File: src/rtl/cxd2545_pkg.sv
// Shared constants for the CXD2545 command port: SENS mux addresses and
// command nibble codes the soft-CPU firmware decodes.
package cxd2545_pkg;

  localparam int SENS_ADDR_W = 4;

  typedef logic [SENS_ADDR_W-1:0] sens_addr_t;

  // Positions in the 16-bit status vector that SENS selects from.
  localparam sens_addr_t SENS_FZC   = 4'h0;
  localparam sens_addr_t SENS_AS    = 4'h1;
  localparam sens_addr_t SENS_TZC   = 4'h2;
  localparam sens_addr_t SENS_FOK   = 4'h3;
  localparam sens_addr_t SENS_GFS   = 4'hA;
  localparam sens_addr_t SENS_COUNT = 4'hC;
  localparam sens_addr_t SENS_C2PO  = 4'hE;

  // Command address nibble (top four bits of every command word).
  typedef enum logic [3:0] {
    CMD_FOCUS       = 4'h0,
    CMD_TRACKING    = 4'h1,
    CMD_TRACK_MODE  = 4'h2,
    CMD_SELECT      = 4'h3,
    CMD_AUTO_SEQ    = 4'h4,
    CMD_BLIND_BRAKE = 4'h5,
    CMD_KICK_FZ     = 4'h6,
    CMD_MODE        = 4'h8,
    CMD_FUNC        = 4'h9,
    CMD_AUDIO       = 4'hA,
    CMD_TRAVERSE    = 4'hB,
    CMD_SPINDLE     = 4'hE
  } cmd_addr_e;

endpackage

File: src/rtl/cxd2545_cmd_fifo.sv
// Synchronous FIFO with first-word fall-through head. A push while full is
// accepted only when a pop frees the head slot in the same cycle.
module cxd2545_cmd_fifo
  import cxd2545_pkg::*;
#(
  parameter int WIDTH = 8,
  parameter int DEPTH = 4
) (
  input  logic             clk,
  input  logic             reset,
  input  logic             push,
  input  logic [WIDTH-1:0] push_data,
  input  logic             pop,
  output logic [WIDTH-1:0] pop_data,
  output logic             full,
  output logic             empty
);

  localparam int AW = $clog2(DEPTH);

  logic [AW:0]      wr_ptr_q, wr_ptr_d;
  logic [AW:0]      rd_ptr_q, rd_ptr_d;
  logic [WIDTH-1:0] mem_q [DEPTH];
  logic             do_push, do_pop;

  // Extra pointer MSB distinguishes full from empty when the indices match.
  assign empty    = (wr_ptr_q == rd_ptr_q);
  assign full     = (wr_ptr_q[AW] != rd_ptr_q[AW]) &&
                    (wr_ptr_q[AW-1:0] == rd_ptr_q[AW-1:0]);
  assign do_pop   = pop && !empty;
  assign do_push  = push && (!full || do_pop);
  assign pop_data = mem_q[rd_ptr_q[AW-1:0]];

  // Next pointer values.
  always_comb begin
    wr_ptr_d = wr_ptr_q;
    rd_ptr_d = rd_ptr_q;
    if (do_push) wr_ptr_d = wr_ptr_q + 1'b1;
    if (do_pop)  rd_ptr_d = rd_ptr_q + 1'b1;
  end

  // Pointer registers.
  always_ff @(posedge clk) begin
    if (reset) begin
      wr_ptr_q <= '0;
      rd_ptr_q <= '0;
    end else begin
      wr_ptr_q <= wr_ptr_d;
      rd_ptr_q <= rd_ptr_d;
    end
  end

  // Storage write.
  // NOTE: the storage array is deliberately not reset; the pointers alone
  // decide which entries are meaningful, and the top masks the head when empty.
  always_ff @(posedge clk) begin
    if (do_push) mem_q[wr_ptr_q[AW-1:0]] <= push_data;
  end

endmodule

File: src/rtl/cxd2545_cmd_rx.sv
// CXD2545 serial command receiver: synchronises CLK/DATA/XLAT, assembles
// LSB-first commands, queues them for the CPU and drives SENS.
module cxd2545_cmd_rx
  import cxd2545_pkg::*;
#(
  parameter int SYNC_STAGES = 3,
  parameter int MAX_BITS    = 24,
  parameter int FIFO_DEPTH  = 4,
  parameter int LEN_W       = $clog2(MAX_BITS + 1)
) (
  input  logic                sclk,
  input  logic                reset,
  input  logic                clk_in,
  input  logic                data_in,
  input  logic                xlat_in,
  input  logic [15:0]         sens_data,
  output logic                sens,
  output logic [MAX_BITS-1:0] cmd_data,
  output logic [LEN_W-1:0]    cmd_len,
  output logic                cmd_trunc,
  output logic                cmd_valid,
  input  logic                cmd_ready,
  output logic [7:0]          drop_count
);

  localparam int               ENTRY_W  = MAX_BITS + LEN_W + 1;
  localparam logic [LEN_W-1:0] FULL_CNT = LEN_W'(MAX_BITS);

  logic [SYNC_STAGES-1:0] clk_sync_q,  clk_sync_d;
  logic [SYNC_STAGES-1:0] data_sync_q, data_sync_d;
  logic [SYNC_STAGES-1:0] xlat_sync_q, xlat_sync_d;
  logic                   clk_prev_q,  clk_prev_d;
  logic                   xlat_prev_q, xlat_prev_d;
  logic                   clk_s, data_s, xlat_s, clk_rise, xlat_rise;

  logic [MAX_BITS-1:0]    shreg_q, shreg_d;
  logic [LEN_W-1:0]       cnt_q, cnt_d;
  logic                   trunc_q, trunc_d;

  logic                   lat_valid_q, lat_valid_d;
  logic [ENTRY_W-1:0]     lat_entry_q, lat_entry_d;
  sens_addr_t             lat_sel_q, lat_sel_d;
  logic                   lat_sel_ok_q, lat_sel_ok_d;

  sens_addr_t             sens_sel_q, sens_sel_d;
  logic                   sens_q, sens_d;
  logic [7:0]             drop_q, drop_d;

  logic [ENTRY_W-1:0]     head;
  logic                   fifo_full, fifo_empty, pop_fire;

  assign clk_s     = clk_sync_q[SYNC_STAGES-1];
  assign data_s    = data_sync_q[SYNC_STAGES-1];
  assign xlat_s    = xlat_sync_q[SYNC_STAGES-1];
  assign clk_rise  = clk_s & ~clk_prev_q;
  assign xlat_rise = xlat_s & ~xlat_prev_q;

  // Synchroniser chains and edge-detect history.
  always_comb begin
    clk_sync_d  = {clk_sync_q[SYNC_STAGES-2:0],  clk_in};
    data_sync_d = {data_sync_q[SYNC_STAGES-2:0], data_in};
    xlat_sync_d = {xlat_sync_q[SYNC_STAGES-2:0], xlat_in};
    clk_prev_d  = clk_s;
    xlat_prev_d = xlat_s;
  end

  // Shift/count on CLK, then capture on XLAT so a coincident bit is included.
  // NOTE: every variable gets a default at the top so no path leaves it
  // unassigned, which would otherwise infer a latch.
  always_comb begin
    shreg_d      = shreg_q;
    cnt_d        = cnt_q;
    trunc_d      = trunc_q;
    lat_valid_d  = 1'b0;
    lat_entry_d  = lat_entry_q;
    lat_sel_d    = lat_sel_q;
    lat_sel_ok_d = 1'b0;
    if (clk_rise) begin
      shreg_d = {data_s, shreg_q[MAX_BITS-1:1]};
      if (cnt_q == FULL_CNT) trunc_d = 1'b1;
      else                   cnt_d   = cnt_q + 1'b1;
    end
    if (xlat_rise && (cnt_d != '0)) begin
      lat_valid_d  = 1'b1;
      lat_entry_d  = {trunc_d, cnt_d, shreg_d >> (FULL_CNT - cnt_d)};
      // Newest bit sits at the MSB, so the top nibble is the last four bits.
      lat_sel_d    = shreg_d[MAX_BITS-1 -: SENS_ADDR_W];
      lat_sel_ok_d = (cnt_d >= LEN_W'(SENS_ADDR_W));
      shreg_d      = '0;
      cnt_d        = '0;
      trunc_d      = 1'b0;
    end
  end

  assign pop_fire = !fifo_empty && cmd_ready;

  // SENS address update, SENS mux and drop counter.
  always_comb begin
    sens_sel_d = sens_sel_q;
    drop_d     = drop_q;
    if (lat_valid_q && lat_sel_ok_q) sens_sel_d = lat_sel_q;
    sens_d = sens_data[sens_sel_q];
    if (lat_valid_q && fifo_full && !pop_fire && (drop_q != 8'hFF))
      drop_d = drop_q + 8'd1;
  end

  // State registers; CLK/XLAT history resets high so idle-high lines give no edge.
  // NOTE: sequential state uses non-blocking assignment so every flop samples
  // the pre-edge value of its inputs regardless of statement order.
  always_ff @(posedge sclk) begin
    if (reset) begin
      clk_sync_q   <= '1;
      data_sync_q  <= '0;
      xlat_sync_q  <= '1;
      clk_prev_q   <= 1'b1;
      xlat_prev_q  <= 1'b1;
      shreg_q      <= '0;
      cnt_q        <= '0;
      trunc_q      <= 1'b0;
      lat_valid_q  <= 1'b0;
      lat_entry_q  <= '0;
      lat_sel_q    <= '0;
      lat_sel_ok_q <= 1'b0;
      sens_sel_q   <= '0;
      sens_q       <= 1'b0;
      drop_q       <= '0;
    end else begin
      clk_sync_q   <= clk_sync_d;
      data_sync_q  <= data_sync_d;
      xlat_sync_q  <= xlat_sync_d;
      clk_prev_q   <= clk_prev_d;
      xlat_prev_q  <= xlat_prev_d;
      shreg_q      <= shreg_d;
      cnt_q        <= cnt_d;
      trunc_q      <= trunc_d;
      lat_valid_q  <= lat_valid_d;
      lat_entry_q  <= lat_entry_d;
      lat_sel_q    <= lat_sel_d;
      lat_sel_ok_q <= lat_sel_ok_d;
      sens_sel_q   <= sens_sel_d;
      sens_q       <= sens_d;
      drop_q       <= drop_d;
    end
  end

  cxd2545_cmd_fifo #(
    .WIDTH (ENTRY_W),
    .DEPTH (FIFO_DEPTH)
  ) u_fifo (
    .clk       (sclk),
    .reset     (reset),
    .push      (lat_valid_q),
    .push_data (lat_entry_q),
    .pop       (cmd_ready),
    .pop_data  (head),
    .full      (fifo_full),
    .empty     (fifo_empty)
  );

  // Head is masked to zero when empty so unwritten storage never shows.
  assign cmd_valid                      = !fifo_empty;
  assign {cmd_trunc, cmd_len, cmd_data} = fifo_empty ? '0 : head;
  assign sens                           = sens_q;
  assign drop_count                     = drop_q;

endmodule

File: config.mk
export PLATFORM = sky130hd
export DESIGN_NAME = cxd2545_cmd_rx
export DESIGN_NICKNAME = d
export VERILOG_FILES = /design/src/rtl/cxd2545_pkg.sv /design/src/rtl/cxd2545_cmd_fifo.sv /design/src/rtl/cxd2545_cmd_rx.sv
export SDC_FILE = /design/constraint.sdc
export NUM_CORES = 1
export LEC_CHECK = 0
export BUFFER_PORTS_ARGS = -buffer_cell sky130_fd_sc_hd__clkbuf_2
export CAP_MARGIN = 0
export CORE_MARGIN = 5
export CORE_UTILIZATION = 50
export DETAILED_ROUTE_END_ITERATION = 16
export PLACE_DENSITY = 0.7
export SYNTH_ARGS = -nofsm -noshare
export SYNTH_HDL_FRONTEND = slang
export SYNTH_SLANG_ARGS = --single-unit
File: constraint.sdc
create_clock -name sclk -period 3.5 [get_ports sclk]
set_input_delay 0.175 -clock sclk [delete_from_list [all_inputs] [get_ports sclk]]
set_output_delay 0.175 -clock sclk [all_outputs]
set_load 0.01 [all_outputs]
==> metrics.md <==
| Metric | Value |
|---|---|
| Outcome | `completed` |
| Post-route ant nets | `0` |
| Die area | `0.02341 mm2` |
| Hpwl dp | `14240 um` |
| Worst Path Arrival | `3.63 ns` |
| Worst hold path class | `in2reg` |
| Pre-antenna DRT Iters | `5` |
| Critical path type | `reg2reg` |
| Relative slew slack | `38.87%` |
| R2R Setup Slk | `0.32 ns` |
| # diodes | `0` |
| IO Pins | `62` |
| Placed cell count | `1186` |
| Max-slew violations | `0` |
| Post-Syn Area per Cell | `11.36 um2` |
| Clock sink count | `218` |
| Seq. cell area | `0.005568 mm2` |
| Non-filler cells, final | `1229` |
| Worst-margin pin slew | `0.9169 ns` |
| Count of different cell masters after synthesis | `76` |
| Filler Cells Inserted | `1693` |
| Synth Cell Area | `0.01022 mm2` |
| Placed instance area | `0.01082 mm2` |
| Clock skew | `0.01334 ns` |
| Worst setup path start | `cnt_q[0]` |
| Most used cell, CP | `buf_4` |
| Clock transition at path regs | `0.06 ns` |
| Share of layout cells above drive strength 1 | `21.06%` |
| Critical Path Max Stage Delay | `0.73 ns` |
| CP Max Fanout | `24` |
| Routed WL | `21650 um` |
| CP Launch Type | `flip-flop` |
| H-tree level count | `1` |
| Final hold viol count | `0` |
| Cell leakage power | `4.078 nW` |
| Final period util | `90.81%` |
| Via/cell ratio | `5.869` |
| CP Cell Sequence | `inv_1 > ha_1 > and4b_1 > buf_4 > buf_4 > nor2_1 > o311ai_0 > a22oi_1 > mux2i_1 > o22ai_1 > a21oi_1` |
| Fraction of registers with async set/reset | `0%` |
| R2r endpoint | `lat_entry_q[0]` |
| Die Ht | `153 um` |
| GR Overflow Total | `0` |
| Crit-path slowest cell | `o311ai_0` |
| Layout overhead on the synthesized area | `13.20%` |
| Core Area | `0.02017 mm2` |
| Routed via count | `7213` |
| Final worst path period need | `3.179 ns` |
| GPL Wtd Cong | `0.9096` |
| Power Total | `0.005126 W` |
| Register bit total from synthesis | `218` |
| Worst setup EP type | `flip-flop` |
| Max Fclk | `314.6 MHz` |
| Sequential area share after synthesis | `54.43%` |
| Clock Latency Late Sink | `0.52 ns` |
| Initial antenna violation count | `0` |
| Area of the multi-input gates | `0.004333 mm2` |
| Starting density of the core | `50.69%` |
| Finished Cell Area | `0.01157 mm2` |
| Deepest clock path buffer count | `3` |
| RSZ-0062 raised after global routing | `no` |
| Critical R2R Launch | `cnt_q[0]` |
| Worst Reg2Reg Path Length in Cells | `11` |
| Critical Path RT | `3.95 ns` |
| FP Rows | `52` |
| Max Cap Viol | `0` |
| Detailed Route Iter0 Violations | `701` |
| Worst setup path endpoint | `lat_entry_q[0]` |
| Final setup violating endpoints | `0` |
| Post-Syn Nets | `932` |
| Final-stage net count | `975` |
| Post-route setup TNS | `0 ns` |
| Mapped Cells | `900` |
| Synth Flop Type | `edfxtp_1` |
| Number of global-route vias before repair | `6684` |
| First-pass GRT wire length | `35620 um` |
| Total GRT Usage | `18.07%` |
| Pin count of the biggest net entering global routing | `79` |
| Post-synth EDFFs | `120` |
| Die width | `153 um` |
| IO Port Bufs | `61` |
| Pwr Density | `442.9 mW/mm2` |
| Synth warnings | `0` |
| CTS Buf Count | `22` |
| DRC | `0` |
| Root Buffer | `clkbuf_16` |
| Routed len/inst | `17.61 um` |
| CTS tree | `built` |
| VDD IR max | `0.0002846 V` |
| Final core utilization | `57.39%` |
## state kept, by name (all words and copies together), names as in the netlist, 4 cells and up, named ones only
name,flops
cnt_q,5
drop_count,8
lat_entry_q,30
lat_sel_q,4
sens_sel_q,4
shreg_q,24
u_fifo.mem_q,120
## logic make-up after synthesis
logic type	share of synthesized area, %
adder cells (fa/ha/maj)	1.224
flip-flops	54.43
buffers and inverters	3.451
AND/OR/NAND/NOR	15.55
XOR/XNOR	1.432
AO/OA/AOI/OAI	13.49
multiplexers	10.43
## placed cells by master (no fill, tap or decap), types with 24 or more instances in the layout
cell type  synthesis  routed
edfxtp_1         120     120
nor2b_1           38      37
nor2_1            86      82
dfxtp_1           98      96
nand2_1           67      67
nor3_1            37      37
a21oi_1           48      47
clkbuf_2           0      61
o21ai_0           24      24
mux4_2            35      35
buf_4              1      24
## worst min-delay path by stage
| stage | from | endpoint | slack (ns) | cells after the start |
|---|---|---|---|---|
| floorplan | clk_in | clk_sync_q[0] | 0.28 | 1 |
| global placement | xlat_in | xlat_sync_q[0] | 0.36 | 2 |
| detailed placement | clk_in | clk_sync_q[0] | 0.36 | 2 |
| CTS | cmd_ready | u_fifo.rd_ptr_q[2] | 0.03 | 4 |
| global route | cmd_ready | u_fifo.rd_ptr_q[2] | 0.07 | 4 |
| finish | cmd_ready | u_fifo.rd_ptr_q[2] | 0.04 | 4 |
## power breakdown
group          total [W]  internal, W  switching (W)
Clock            0.00229      0.00132       0.000974
Sequential       0.00268      0.00268     0.00000305
Combinational   0.000156    0.0000602      0.0000962
Total            0.00513      0.00405        0.00107
## metal layers
| metal | wire (um) | GRT usage [%] | up-vias |
|---|---|---|---|
| met5 | 0 | 0 | - |
| met4 | 400 | 3.988 | 0 |
| met3 | 1328 | 2.969 | 42 |
| met2 | 10010 | 28.64 | 224 |
| met1 | 9909 | 26.47 | 3461 |
| li1 | - | - | 3486 |
## layout make-up
class | instances | share of cell area (%)
flip-flops and latches | 218 | 48.10
multi-input cells | 596 | 37.43
clock buffers | 29 | 5.599
repair buffers | 90 | 4.799
well taps | 270 | 2.919
clock inverters | 11 | 0.6594
inverters | 15 | 0.4864
## what timing repair did
action | in CTS | in global routing
endpoints found under the hold margin | 3 | 0
setup endpoints to repair | 0 | 0
resized for setup | 0 | 0
hold buffers | 3 | 0
setup buffers | 0 | 0
## metrics by stage
stage               worst slack [ns]  hold WS, ns
floorplan                    0.02439       0.2788
global placement              0.4661       0.3592
detailed placement            0.4205       0.3617
CTS                           0.3918      0.02920
global route                  0.1097      0.07343
finish                        0.3215      0.03756
## cells in the mapped netlist, types with 5 or more instances
| cell | number | share of area, % |
|---|---|---|
| a22o_1 | 6 | 0.51 |
| nand3_1 | 23 | 1.1 |
| nand2_1 | 67 | 2.5 |
| nor4_1 | 7 | 0.43 |
| a32oi_1 | 7 | 0.60 |
| a211oi_1 | 22 | 1.6 |
| inv_1 | 15 | 0.55 |
| o311ai_0 | 12 | 1.0 |
| ha_1 | 10 | 1.2 |
| o311a_1 | 7 | 0.69 |
| or2_2 | 9 | 0.55 |
| mux4_2 | 35 | 7.7 |
| or3_1 | 13 | 0.80 |
| o21ai_0 | 24 | 1.2 |
| o21ai_1 | 6 | 0.29 |
| nor3_1 | 37 | 1.8 |
| nor2b_1 | 38 | 2.3 |
| o31ai_1 | 5 | 0.37 |
| a31oi_1 | 5 | 0.31 |
| dfxtp_1 | 98 | 19 |
| clkbuf_1 | 50 | 1.8 |
| a21oi_1 | 48 | 2.3 |
| and2_1 | 5 | 0.31 |
| buf_2 | 15 | 0.73 |
| nand4_1 | 8 | 0.49 |
| xor2_1 | 9 | 0.77 |
| a211o_1 | 5 | 0.43 |
| edfxtp_1 | 120 | 35 |
| nor2_1 | 86 | 3.2 |
| mux2i_1 | 21 | 2.1 |
| mux2_2 | 6 | 0.66 |
| a32o_1 | 6 | 0.59 |
## worst max-delay path, delay by kind of cell (launching register included)
kind | cells | cell delay [ns]
AOI/OAI and AO/OA | 4 | 1.33
adders and majority gates | 1 | 0.16
buffers and inverters | 3 | 0.68
DFF | 1 | 0.37
muxes | 1 | 0.29
and+or+nand+nor | 2 | 0.28
Note: power is estimated with default switching activity, not from simulation.
